--- src/rtl/sprite_layer_renderer.sv ---
// rtl/sprite_layer_renderer.sv - animated, scalable, mirrored sprite composited over a background RGB stream
module sprite_layer_renderer #(
    parameter int SPR_W      = 32,
    parameter int SPR_H      = 32,
    parameter int SCALE_SH   = 0,
    parameter int NUM_FRAMES = 4,
    parameter int FRAME_DIV  = 8,
    parameter int IDX_W      = 4,
    parameter int TRANSP_IDX = 0,
    parameter int V_ACTIVE   = 480,
    localparam int AW        = $clog2(NUM_FRAMES * SPR_W * SPR_H)
) (
    input  logic             vga_clk,
    input  logic             reset,
    input  logic [9:0]       DrawX,
    input  logic [9:0]       DrawY,
    input  logic             blank,
    input  logic [3:0]       bg_red,
    input  logic [3:0]       bg_green,
    input  logic [3:0]       bg_blue,
    input  logic [9:0]       pos_x_in,
    input  logic [9:0]       pos_y_in,
    input  logic             flip_in,
    input  logic             pos_we,
    input  logic             anim_en,
    output logic [AW-1:0]    rom_addr,
    input  logic [IDX_W-1:0] rom_q,
    output logic [IDX_W-1:0] pal_index,
    input  logic [3:0]       pal_red,
    input  logic [3:0]       pal_green,
    input  logic [3:0]       pal_blue,
    output logic [3:0]       red,
    output logic [3:0]       green,
    output logic [3:0]       blue
);

    localparam int FW     = (NUM_FRAMES > 1) ? $clog2(NUM_FRAMES) : 1;
    localparam int DW     = (FRAME_DIV > 1) ? $clog2(FRAME_DIV) : 1;
    localparam int CW     = $clog2(SPR_W);
    localparam int RW     = $clog2(SPR_H);
    localparam int FOOT_W = SPR_W << SCALE_SH;
    localparam int FOOT_H = SPR_H << SCALE_SH;

    logic [9:0]    pend_x, pend_y, act_x, act_y;
    logic          pend_flip, act_flip;
    logic [FW-1:0] frame_idx;
    logic [DW-1:0] div_cnt;
    logic          strobe;

    logic [10:0]   x11, y11, px11, py11, dx, dy;
    logic          hit;
    logic [CW-1:0] col;
    logic [RW-1:0] row;

    logic          hit_d, blank_d;
    logic [11:0]   bg_d;

    assign strobe = (DrawX == 10'd0) && (DrawY == 10'(V_ACTIVE));

    // Placement is double-buffered so the sprite never tears mid-frame.
    always_ff @(posedge vga_clk) begin
        if (reset) begin
            pend_x    <= '0;
            pend_y    <= '0;
            pend_flip <= 1'b0;
            act_x     <= '0;
            act_y     <= '0;
            act_flip  <= 1'b0;
            frame_idx <= '0;
            div_cnt   <= '0;
        end else begin
            if (pos_we) begin
                pend_x    <= pos_x_in;
                pend_y    <= pos_y_in;
                pend_flip <= flip_in;
            end
            if (strobe) begin
                act_x    <= pos_we ? pos_x_in : pend_x;
                act_y    <= pos_we ? pos_y_in : pend_y;
                act_flip <= pos_we ? flip_in  : pend_flip;
                if (anim_en) begin
                    if (div_cnt == DW'(FRAME_DIV - 1)) begin
                        div_cnt   <= '0;
                        frame_idx <= (frame_idx == FW'(NUM_FRAMES - 1)) ? '0 : frame_idx + 1'b1;
                    end else begin
                        div_cnt <= div_cnt + 1'b1;
                    end
                end
            end
        end
    end

    // 11-bit compare keeps a sprite hanging off the right/bottom edge from wrapping.
    always_comb begin
        x11  = {1'b0, DrawX};
        y11  = {1'b0, DrawY};
        px11 = {1'b0, act_x};
        py11 = {1'b0, act_y};
        dx   = x11 - px11;
        dy   = y11 - py11;
        hit  = (x11 >= px11) && (x11 < px11 + 11'(FOOT_W)) &&
               (y11 >= py11) && (y11 < py11 + 11'(FOOT_H));
        col  = CW'(dx >> SCALE_SH);
        row  = RW'(dy >> SCALE_SH);
        // SPR_W is a power of two, so SPR_W-1-col is the bitwise complement.
        if (act_flip) col = ~col;
        rom_addr = '0;
        if (hit)
            rom_addr = AW'(frame_idx) * AW'(SPR_W * SPR_H) + AW'(row) * AW'(SPR_W) + AW'(col);
    end

    assign pal_index = rom_q;

    always_ff @(posedge vga_clk) begin
        if (reset) begin
            hit_d   <= 1'b0;
            blank_d <= 1'b0;
            bg_d    <= '0;
            red     <= '0;
            green   <= '0;
            blue    <= '0;
        end else begin
            hit_d   <= hit;
            blank_d <= blank;
            bg_d    <= {bg_red, bg_green, bg_blue};
            if (!blank_d) begin
                {red, green, blue} <= '0;
            end else if (hit_d && (pal_index != IDX_W'(TRANSP_IDX))) begin
                {red, green, blue} <= {pal_red, pal_green, pal_blue};
            end else begin
                {red, green, blue} <= bg_d;
            end
        end
    end

endmodule

--- config.mk ---
export PLATFORM = sky130hd
export DESIGN_NAME = sprite_layer_renderer
export DESIGN_NICKNAME = d
export VERILOG_FILES = /design/src/rtl/sprite_layer_renderer.sv
export SDC_FILE = /design/constraint.sdc
export NUM_CORES = 1
export LEC_CHECK = 0
export CAP_MARGIN = 40
export CORE_MARGIN = 2
export CORE_UTILIZATION = 49
export CTS_BUF_LIST = sky130_fd_sc_hd__clkbuf_16
export DETAILED_ROUTE_END_ITERATION = 6
export PLACE_DENSITY = 0.77
export SLEW_MARGIN = 20
export SYNTH_ARGS = -nofsm -noshare
export SYNTH_HDL_FRONTEND = slang
export SYNTH_SLANG_ARGS = --single-unit
--- constraint.sdc ---
create_clock -name vga_clk -period 3 [get_ports vga_clk]
set_clock_uncertainty 0.15 [all_clocks]
set_input_delay 0.6 -clock vga_clk [delete_from_list [all_inputs] [get_ports vga_clk]]
set_output_delay 0.6 -clock vga_clk [all_outputs]
set_load 0.05 [all_outputs]
==> impl_metrics.yaml <==
status:
  status: "finished, violations left"
  failed_checks: "setup timing"
synth:
  syn_inst: 414
  synth_warnings: 0
  synth_top_area_share_pct: 39.0
  synth-xor-area-share_pct: 3.97
  async_reset_ff_share_pct: 0
  ys_seq_area_share_pct: 39.0
  synthMostInstantiatedCell: "dfxtp_1"
  syn_area_per_cell_um2: 9.06
  synth-simple-area-share_pct: 19.0
  syn_area_um2: 3750
  syn_nets: 525
  synth_edf_count: 0
  ys_top_cells_by_count: "dfxtp_1, nor2_1, ha_1"
  synth_cell_types: 45
  yosysTopAreaCell: "dfxtp_1"
  synthAdderAreaFrac_pct: 12.7
  synth_ff_type: "dfxtp_1"
  synth_compound_area_share_pct: 13.4
  synthMuxAreaShare_pct: 5.61
  synth_top_family_by_area: "simple AND/OR/NAND/NOR gates"
  ys_seq_elements: 73
  synth_area_leaders: "dfxtp_1, ha_1, mux2i_1"
timing:
  rsz0062_at_grt: "true"
  slew_violations: 0
  period_minus_slack_ps: 3520
  fmax_ghz: 0.284
  setup_viol: 12
  relSlewSlack_pct: 64.1
  worst_pin_slew_ps: 536
  fin_ws_ps: -524
  final-hold-violation-count: 0
  fin_crit_sh_pct: 117
clock_tree:
  clock_latency_ps: 340
  cts_tree: "built"
  clk_pin_slew_ps: 60
  cts_inserted_buffers: 9
  cts.htree.levels: 3
  clockRootBuffer: "clkbuf_16"
  clockBufferDepth: 2
  cts_sinks: 73
critical_path:
  cp-end-kind: "output pin"
  cpMaxStageDelayCell: "a2111o_1"
  path_delay_family: "compound AO/OA/AOI/OAI gates"
  path_buf_inv: 2
  r2r-end: "hit_d"
  r2r_slack_ps: 550
  cp_cell_sequence: "and3_4, xnor2_1, ha_1, a21oi_4, nor2b_4, o21a_1, a2111o_1, clkbuf_16, nor3_4, buf_6"
  critPathRequiredTime_ps: 2250
  r2r_start: "act_y[6]"
  worstPathArrival_ps: 2770
  worstSetupPathType: "reg2out"
  critPathMaxFanout: 6
  startpoint_type: "flip-flop"
  cpPeakStageDelay_ps: 490
  r2r_cells: 9
drt:
  top_layer_used: "met4"
  vias_per_cell: 5.30
  met3_length_um: 364
  vias: 3435
  met2_length_mm: 5.41
  wl_mm: 10.4
  drt-initial-drc-count: 176
  drtAntennaViolNets: 0
  drt-met1-wl_mm: 4.49
  dr.pass1.iters: 5
  wire_per_inst_um: 16.1
  drcViolationCount: 0
hold_path:
  min_path_cells: 2
  hp-start: "bg_d[9]"
  hold_path_end: "red[1]"
  hold_path_class: "reg2reg"
floorplan:
  start_util_pct: 51.2
  pin_count: 102
  dieHeight_um: 91.5
  coreArea_um2: 7330
  chipWidth_um: 91.5
  rows: 31
  die_area_um2: 8370
finish:
  nNetsFinal: 655
  design_area_um2: 5790
  antenna_cells: 0
  syn2layout_area_growth_pct: 54.4
  final_core_util_pct: 79.0
  drive_gt1_share_pct: 23.9
  fillers: 463
global_routing:
  grt_pass1_wl_mm: 16.6
  grt_max_degree: 32
  overflow: 0
  track_usage_pct: 25.4
  antenna_found_initial: 0
  grt_pass1_vias: 3450
power:
  power.leakage_nw: 2.26
  power_density_nw_per_um2: 428
  finalPower_mw: 2.48
  peakVddDrop_mv: 0.352
placed_design:
  placed_area_um2: 5210
  dp_slack_ps: -836
  io_buffers: 101
  dpl.hpwl_mm: 7.42
  gp_congestion: 0.881
run:
  cap_violations: 0
## placed cells by master (no fill, tap or decap), types with 3 or more instances in the layout
cell / count
a211oi_1: 21
a21bo_2: 3
a21o_1: 4
a21oi_1: 27
buf_12: 3
buf_4: 42
buf_6: 14
clkbuf_16: 10
clkdlybuf4s50_1: 65
dfxtp_1: 69
dfxtp_4: 3
dlygate4sd2_1: 18
ha_1: 21
ha_4: 13
inv_1: 25
mux2i_1: 21
nand2_1: 33
nand3_1: 9
nand3_2: 3
nand4_1: 5
nor2_1: 47
nor2b_1: 13
nor3_4: 13
nor4_1: 3
xnor2_1: 11
xor2_1: 5
## logic make-up after synthesis
logic type,after synthesis
simple gates,139
fa+ha+maj,37
mux,21
xor+xnor,17
flops,73
compound gates,74
buf+inv,53
## power breakdown
| part | internal [mW] | leakage (nW) | switching [mW] |
|---|---|---|---|
| sequential | 0.996 | 0.599 | 0.00703 |
| combinational | 0.199 | 1.51 | 0.194 |
| clock | 0.652 | 0.152 | 0.430 |
| total | 1.85 | 2.26 | 0.630 |
## metrics by stage
stage	std cells	setup TNS, ps	hold WS, ps
2_1_floorplan	414	-1690	272
3_3_place_gp	628	-8400	279
3_5_place_dp	628	-9860	281
4_1_cts	646	-5110	288
5_1_grt	648	-6970	299
6_report	648	-5900	285
## metal layers
metal,global-route usage [%],up-vias
li1,-,1689
met1,30.0,1659
met2,44.4,71
met3,5.31,16
met4,10.6,0
met5,0,-
## sequential cells by signal (all words and copies together) (netlist names)
name       cells
blue           4
bg_d          12
act_y         10
pend_y        10
act_x         10
div_cnt        3
pend_x        10
pend_flip      1
hit_d          1
green          4
act_flip       1
blank_d        1
frame_idx      2
red            4
## cell type report
type / count / area [um^2] / share of cell area, %
tap: 99 / 124 / 2.14
inverter: 27 / 114 / 1.97
clock inverter: 7 / 77.6 / 1.34
timing repair buffer: 145 / 1380 / 23.8
clock buffer: 9 / 225 / 3.89
sequential: 73 / 1470 / 25.5
multi-input combinational: 288 / 2400 / 41.4
## tightest hold or removal path, stage by stage, from the launching register on
cell     delay [ps]
dfxtp_1         290
nand2_1          40
a21oi_1          50
## how the worst max path moves through the flow
| stage | start | endpoint | cells after the start | slack, ps |
|---|---|---|---|---|
| floorplan | DrawX[0] | rom_addr[0] | 9 | -180 |
| finish | act_y[6] | rom_addr[11] | 10 | -520 |
| global placement | DrawX[0] | rom_addr[7] | 12 | -720 |
| CTS | act_y[5] | rom_addr[7] | 10 | -470 |
| detailed placement | DrawX[0] | rom_addr[7] | 12 | -840 |
| global route | act_y[6] | rom_addr[11] | 10 | -610 |
## repair_timing
item,CTS,global route
buffers inserted,1,2
resized for setup,58,13
cloned,1,0
endpoints found under the setup margin,12,12
hold buffers,0,0
pin swaps,21,2
No activity file was read; power rests on OpenSTA's default activity.
